**config.mk**
```make
export PLATFORM = sky130hd
export DESIGN_NAME = led_rx
export DESIGN_NICKNAME = d
export VERILOG_FILES = /design/src/rtl/led_rx.sv
export SDC_FILE = /design/constraint.sdc
export NUM_CORES = 1
export LEC_CHECK = 0
export BUFFER_PORTS_ARGS = -buffer_cell sky130_fd_sc_hd__buf_4
export CORE_ASPECT_RATIO = 0.9
export CORE_MARGIN = 2
export CORE_UTILIZATION = 50
export CTS_CLUSTER_SIZE = 20
export DETAILED_ROUTE_END_ITERATION = 7
export GPL_TIMING_DRIVEN = 0
export PLACE_DENSITY = 0.66
export SLEW_MARGIN = 20
export SYNTH_ARGS = -nofsm -noshare
export SYNTH_HDL_FRONTEND = slang
export SYNTH_SLANG_ARGS = --single-unit
```
**constraint.sdc**
```tcl
create_clock -name clk -period 12 [get_ports clk]
set_input_delay 1.8 -clock clk [delete_from_list [all_inputs] [get_ports clk]]
set_output_delay 1.8 -clock clk [all_outputs]
set_load 0.02 [all_outputs]
```
**src/rtl/led_rx.sv**
```systemverilog
// Single-wire LED-strip receiver: decodes pulse widths into bits, frames them on the
// long-low latch gap and publishes the whole frame on a valid latch.
module led_rx #(
    parameter int  CLK_SPEED     = 25_000_000,
    parameter int  LED_CNT       = 3,
    parameter int  CHANNELS      = 3,
    parameter int  BITPERCHANNEL = 8,
    parameter real THRESHOLD     = 0.0000006,
    parameter real HIGH_MAX      = 0.000002,
    parameter real RESET_DETECT  = 0.00004,
    localparam int DATAWIDTH     = LED_CNT * CHANNELS * BITPERCHANNEL
) (
    input  logic                 clk,
    input  logic                 reset,
    input  logic                 din,
    output logic [DATAWIDTH-1:0] data_o,
    output logic                 frame_valid,
    output logic                 frame_error,
    output logic                 busy
);

    // Tiny bias so products like 25e6*6e-7 do not floor to 14 through rounding error.
    localparam real EPS      = 1.0e-6;
    localparam int  TH_CNT   = $rtoi(real'(CLK_SPEED) * THRESHOLD + EPS);
    localparam int  HMAX_CNT = $rtoi(real'(CLK_SPEED) * HIGH_MAX + EPS);
    localparam int  RST_CNT  = $rtoi(real'(CLK_SPEED) * RESET_DETECT + EPS);
    localparam int  CW       = $clog2(RST_CNT + 1);
    localparam int  BW       = $clog2(DATAWIDTH + 2);

    localparam logic [CW-1:0] TH_C   = CW'(TH_CNT);
    localparam logic [CW-1:0] HMAX_C = CW'(HMAX_CNT);
    localparam logic [CW-1:0] RST_C  = CW'(RST_CNT);
    localparam logic [CW-1:0] RST_M1 = CW'(RST_CNT - 1);
    localparam logic [CW-1:0] ONE_C  = CW'(1);
    localparam logic [CW-1:0] MAX_C  = {CW{1'b1}};
    localparam logic [BW-1:0] DW_B   = BW'(DATAWIDTH);

    typedef enum logic [1:0] {SYNC, READY, HIGH, LOW} state_t;

    state_t                 state;
    logic                   s_meta, s, s_d;
    logic [CW-1:0]          scnt, hcnt, lcnt;
    logic [BW-1:0]          bitcnt;
    logic [DATAWIDTH-1:0]   shadow;
    logic                   rise, fall;

    assign rise = s & ~s_d;
    assign fall = ~s & s_d;
    assign busy = (state == HIGH) || (state == LOW);

    always_ff @(posedge clk or posedge reset) begin
        if (reset) begin
            s_meta      <= 1'b0;
            s           <= 1'b0;
            s_d         <= 1'b0;
            state       <= SYNC;
            scnt        <= '0;
            hcnt        <= '0;
            lcnt        <= '0;
            bitcnt      <= '0;
            shadow      <= '0;
            data_o      <= '0;
            frame_valid <= 1'b0;
            frame_error <= 1'b0;
        end else begin
            s_meta      <= din;
            s           <= s_meta;
            s_d         <= s;
            frame_valid <= 1'b0;
            frame_error <= 1'b0;

            case (state)
                // Wait for a full latch gap so a frame joined mid-stream is never decoded.
                SYNC: begin
                    if (s) begin
                        scnt <= '0;
                    end else if (scnt >= RST_M1) begin
                        scnt  <= '0;
                        state <= READY;
                    end else begin
                        scnt <= scnt + ONE_C;
                    end
                end

                READY: begin
                    if (rise) begin
                        state  <= HIGH;
                        hcnt   <= ONE_C;
                        bitcnt <= '0;
                    end
                end

                // Timeout outranks the fall so a pulse longer than the limit is never a bit.
                HIGH: begin
                    if (hcnt > HMAX_C) begin
                        frame_error <= 1'b1;
                        bitcnt      <= '0;
                        scnt        <= '0;
                        state       <= SYNC;
                    end else if (fall) begin
                        if (bitcnt < DW_B)
                            shadow[bitcnt] <= (hcnt > TH_C);
                        if (bitcnt <= DW_B)
                            bitcnt <= bitcnt + 1'b1;
                        lcnt  <= ONE_C;
                        state <= LOW;
                    end else if (hcnt != MAX_C) begin
                        hcnt <= hcnt + ONE_C;
                    end
                end

                LOW: begin
                    if (rise) begin
                        hcnt  <= ONE_C;
                        state <= HIGH;
                    end else if (lcnt == RST_C) begin
                        if (bitcnt == DW_B) begin
                            data_o      <= shadow;
                            frame_valid <= 1'b1;
                        end else begin
                            frame_error <= 1'b1;
                        end
                        state <= READY;
                    end else begin
                        lcnt <= lcnt + ONE_C;
                    end
                end

                default: state <= SYNC;
            endcase
        end
    end

endmodule

```
==> impl_metrics.tcl <==
set metrics [dict create \
    min_path_type "reg -> reg" \
    fin_cells 1031 \
    worst_setup_hold_path_clk_slew_ns 0.07 \
    utilization 0.598 \
    post_cts_resize_count 0 \
    multi_input_comb_area_um2 3240 \
    maxSlewHeadroom 0.418 \
    postSynthRegisterBits 188 \
    yosys_most_used_dff "sky130_fd_sc_hd__dfrtp_1" \
    n_fill_cell 1309 \
    antenna_found_initial 0 \
    run_status "completed" \
    clock-root-buffer "sky130_fd_sc_hd__clkbuf_16" \
    routed_wire_length_per_instance_um 19.7 \
    replace_congestion 0.879 \
    route.detailed.drc 0 \
    dp_hpwl_um 13600 \
    skew_ns 0.0116 \
    timing.critical_path.buf_inv 3 \
    power_density_nw_per_um2 124 \
    grt.total_usage 0.236 \
    detailroute.via_count 6327 \
    worstPathRequired_ns 10.20 \
    irDropWorstVdd_v 0.000104 \
    most_common_cell_after_layout_fill_and_taps_aside "sky130_fd_sc_hd__dfrtp_1" \
    final-hold-violation-count 0 \
    drt-total-wl_um 20300 \
    max_clock_buf_depth 2 \
    final.setup.tns_ns 0 \
    critical_path_class "reg -> out" \
    drt_iter0_drc 637 \
    cap_viol_max_count 0 \
    vias_per_cell 6.14 \
    antenna_diode_count 0 \
    maxClockFrequency_ghz 0.263 \
    finalNetCount 825 \
    share_of_final_layout_standard_cells_stronger_than_drive_strength_1 0.248 \
    synth.top_cell.area_share 0.573 \
    timing_max_transition_violations_final 0 \
    cts_tree "yes" \
    syn_area_per_cell_um2 11.5 \
    setup_ws_ns 8.20 \
    fp-row-count 44 \
    endpoint_kind "output port" \
    die_area_um2 17500 \
    ys_types 56 \
    p_leak_nw 4.51 \
    core_area_um2 16100 \
    synth_cells 714 \
    yosysTopAreaCell "sky130_fd_sc_hd__dfrtp_1" \
    critPathTopFamily "buffers and inverters" \
    clock_latency_ns 0.44 \
    finalWorstPathRequiredPeriod_ns 3.80 \
    gr_ovfl_total 0 \
    grt_first_pass_wirelength_um 33000 \
    io_buffer_count 77 \
    cts-buffers-inserted 17 \
    clock_sink_count 188 \
    antenna_left 0 \
    critical_path_cell_by_cell "ha_1 > clkbuf_1 > inv_1 > nand2_1 > buf_4" \
    dp_slack_ns 8.69 \
    rsz0062_at_grt "false" \
    placedInstanceArea_um2 9090 \
    critPathMaxFanout 10 \
    yosysWarningCount 0 \
    synth-edff-count 0 \
    cts-htree-levels 4 \
    postLayoutCellArea_um2 9650 \
    max_slew.worst_pin.slew_ns 0.859 \
    netlist_top_cells_area "sky130_fd_sc_hd__dfrtp_1 57%, sky130_fd_sc_hd__mux2_2 9.7%, sky130_fd_sc_hd__o31ai_1 7.9%" \
    final_period_utilization 0.316 \
    drt_pre_antenna_iters 5 \
    hold_buffers 0 \
    worst_ep_arrival_time_ns 2.00 \
    synthesis.nets 728 \
    fin_hold_ws_ns 0.352 \
    first_global_vias 6150 \
    synth-async-reset-ratio 1.00 \
    ys_seq_area_frac 0.573 \
    grt_start_max_net_pins 102 \
    layout.cells.most_common_list "188 x sky130_fd_sc_hd__dfrtp_1, 94 x sky130_fd_sc_hd__o21ai_0, 86 x sky130_fd_sc_hd__o31ai_1" \
    seqCellArea_um2 4700 \
    number_of_ports_placed_on_the_die_boundary 78 \
    setup_viol 0 \
    initial_util 0.509 \
    fin_total_pwr_mw 1.19 \
    die_height_um 126 \
    crit_path_max_incr_delay_ns 0.44 \
    floorplan.die.width_um 139 \
    area_growth_from_synthesis_to_layout_pct 17.5 \
    start_kind "register" \
    cts.repair_timing.setup_buffer_count 0 \
    place.detailed.instances 999 \
    post_synth_instance_area_um2 8220 \
    slowest_cell_on_the_critical_path "sky130_fd_sc_hd__dfrtp_1" \
]
[per-layer routing]
metal / wire length [um] / GRT usage
met3: 1520 / 0.0536
met2: 9350 / 0.360
met5: 0 / 0.0166
met4: 269 / 0.0636
met1: 9140 / 0.345
[worst register-to-register path: cells and delay by family, from the launching register on]
family                   cells  cell delay, ns
AO/OA/AOI/OAI                2            0.31
adder cells (fa/ha/maj)      1            0.16
buffers and inverters        4            1.13
flip-flops                   1            0.44
AND/OR/NAND/NOR              2            1.00
[state kept, by name (all words and copies together), names as in the netlist]
| name | cells |
|---|---|
| scnt | 10 |
| hcnt | 10 |
| state | 2 |
| bitcnt | 7 |
| data_o | 72 |
| shadow | 72 |
| s_meta | 1 |
| frame_valid | 1 |
| frame_error | 1 |
| lcnt | 10 |
| s_d | 1 |
| s | 1 |
[cells in the mapped netlist (2+ instances only)]
cell type,count
sky130_fd_sc_hd__o22a_1,2
sky130_fd_sc_hd__nor2b_1,5
sky130_fd_sc_hd__a31oi_1,8
sky130_fd_sc_hd__a211oi_1,2
sky130_fd_sc_hd__mux2_2,71
sky130_fd_sc_hd__a211o_1,5
sky130_fd_sc_hd__nand4b_1,2
sky130_fd_sc_hd__nand3_1,26
sky130_fd_sc_hd__and3_1,6
sky130_fd_sc_hd__nand2b_1,4
sky130_fd_sc_hd__buf_4,7
sky130_fd_sc_hd__a22o_1,3
sky130_fd_sc_hd__o32a_1,2
sky130_fd_sc_hd__nor4_1,4
sky130_fd_sc_hd__o22ai_1,3
sky130_fd_sc_hd__or4_1,2
sky130_fd_sc_hd__clkbuf_1,32
sky130_fd_sc_hd__ha_1,11
sky130_fd_sc_hd__nor2_1,30
sky130_fd_sc_hd__nand2_1,34
sky130_fd_sc_hd__o41ai_1,3
sky130_fd_sc_hd__nand4_1,11
sky130_fd_sc_hd__buf_2,8
sky130_fd_sc_hd__a21o_1,2
sky130_fd_sc_hd__and2_1,2
sky130_fd_sc_hd__inv_1,16
sky130_fd_sc_hd__o31ai_1,86
sky130_fd_sc_hd__o211ai_1,4
sky130_fd_sc_hd__dfrtp_1,188
sky130_fd_sc_hd__o21ai_0,94
sky130_fd_sc_hd__or3_1,2
sky130_fd_sc_hd__or2_2,2
sky130_fd_sc_hd__nor3_1,6
sky130_fd_sc_hd__a21oi_1,9
[report_power, final]
| group | internal [mW] | switching, mW | total [mW] | leakage [nW] |
|---|---|---|---|---|
| Sequential | 0.634 | 0.00173 | 0.636 | 2.62 |
| Clock | 0.274 | 0.264 | 0.538 | 0.268 |
| Combinational | 0.00326 | 0.0152 | 0.0184 | 1.62 |
[kinds of logic (layout without fill, tap and decap cells)]
logic type,after synthesis,after routing,synth area share
mux,73,73,0.0999
fa+ha+maj,11,11,0.0168
buf+inv,63,173,0.0332
simple gates,142,142,0.0885
flops,188,188,0.573
xor+xnor,2,2,0.00213
compound gates,235,235,0.187
[cell type report]
cell class | instances | area share
Sequential cell | 188 | 0.487
Timing Repair Buffer | 78 | 0.0628
Multi-Input combinational cell | 463 | 0.336
Inverter | 16 | 0.00700
Clock buffer | 18 | 0.0445
Buffer | 47 | 0.0220
Tap cell | 207 | 0.0268
Clock inverter | 14 | 0.0132
[final timing paths]
path / startpoint / end / slack [ns] / depth (start not counted)
min in group asynchronous: reset / hcnt[3] / 1.44 / 2
max: state[0] / busy / 8.20 / 5
min: s_meta / s / 0.35 / 0
min reg2reg: s_meta / s / 0.35 / 0
max reg2reg: state[0] / shadow[5] / 8.84 / 9
max in group asynchronous: reset / data_o[12] / 9.68 / 3
Note: power is estimated with default switching activity, not from simulation.
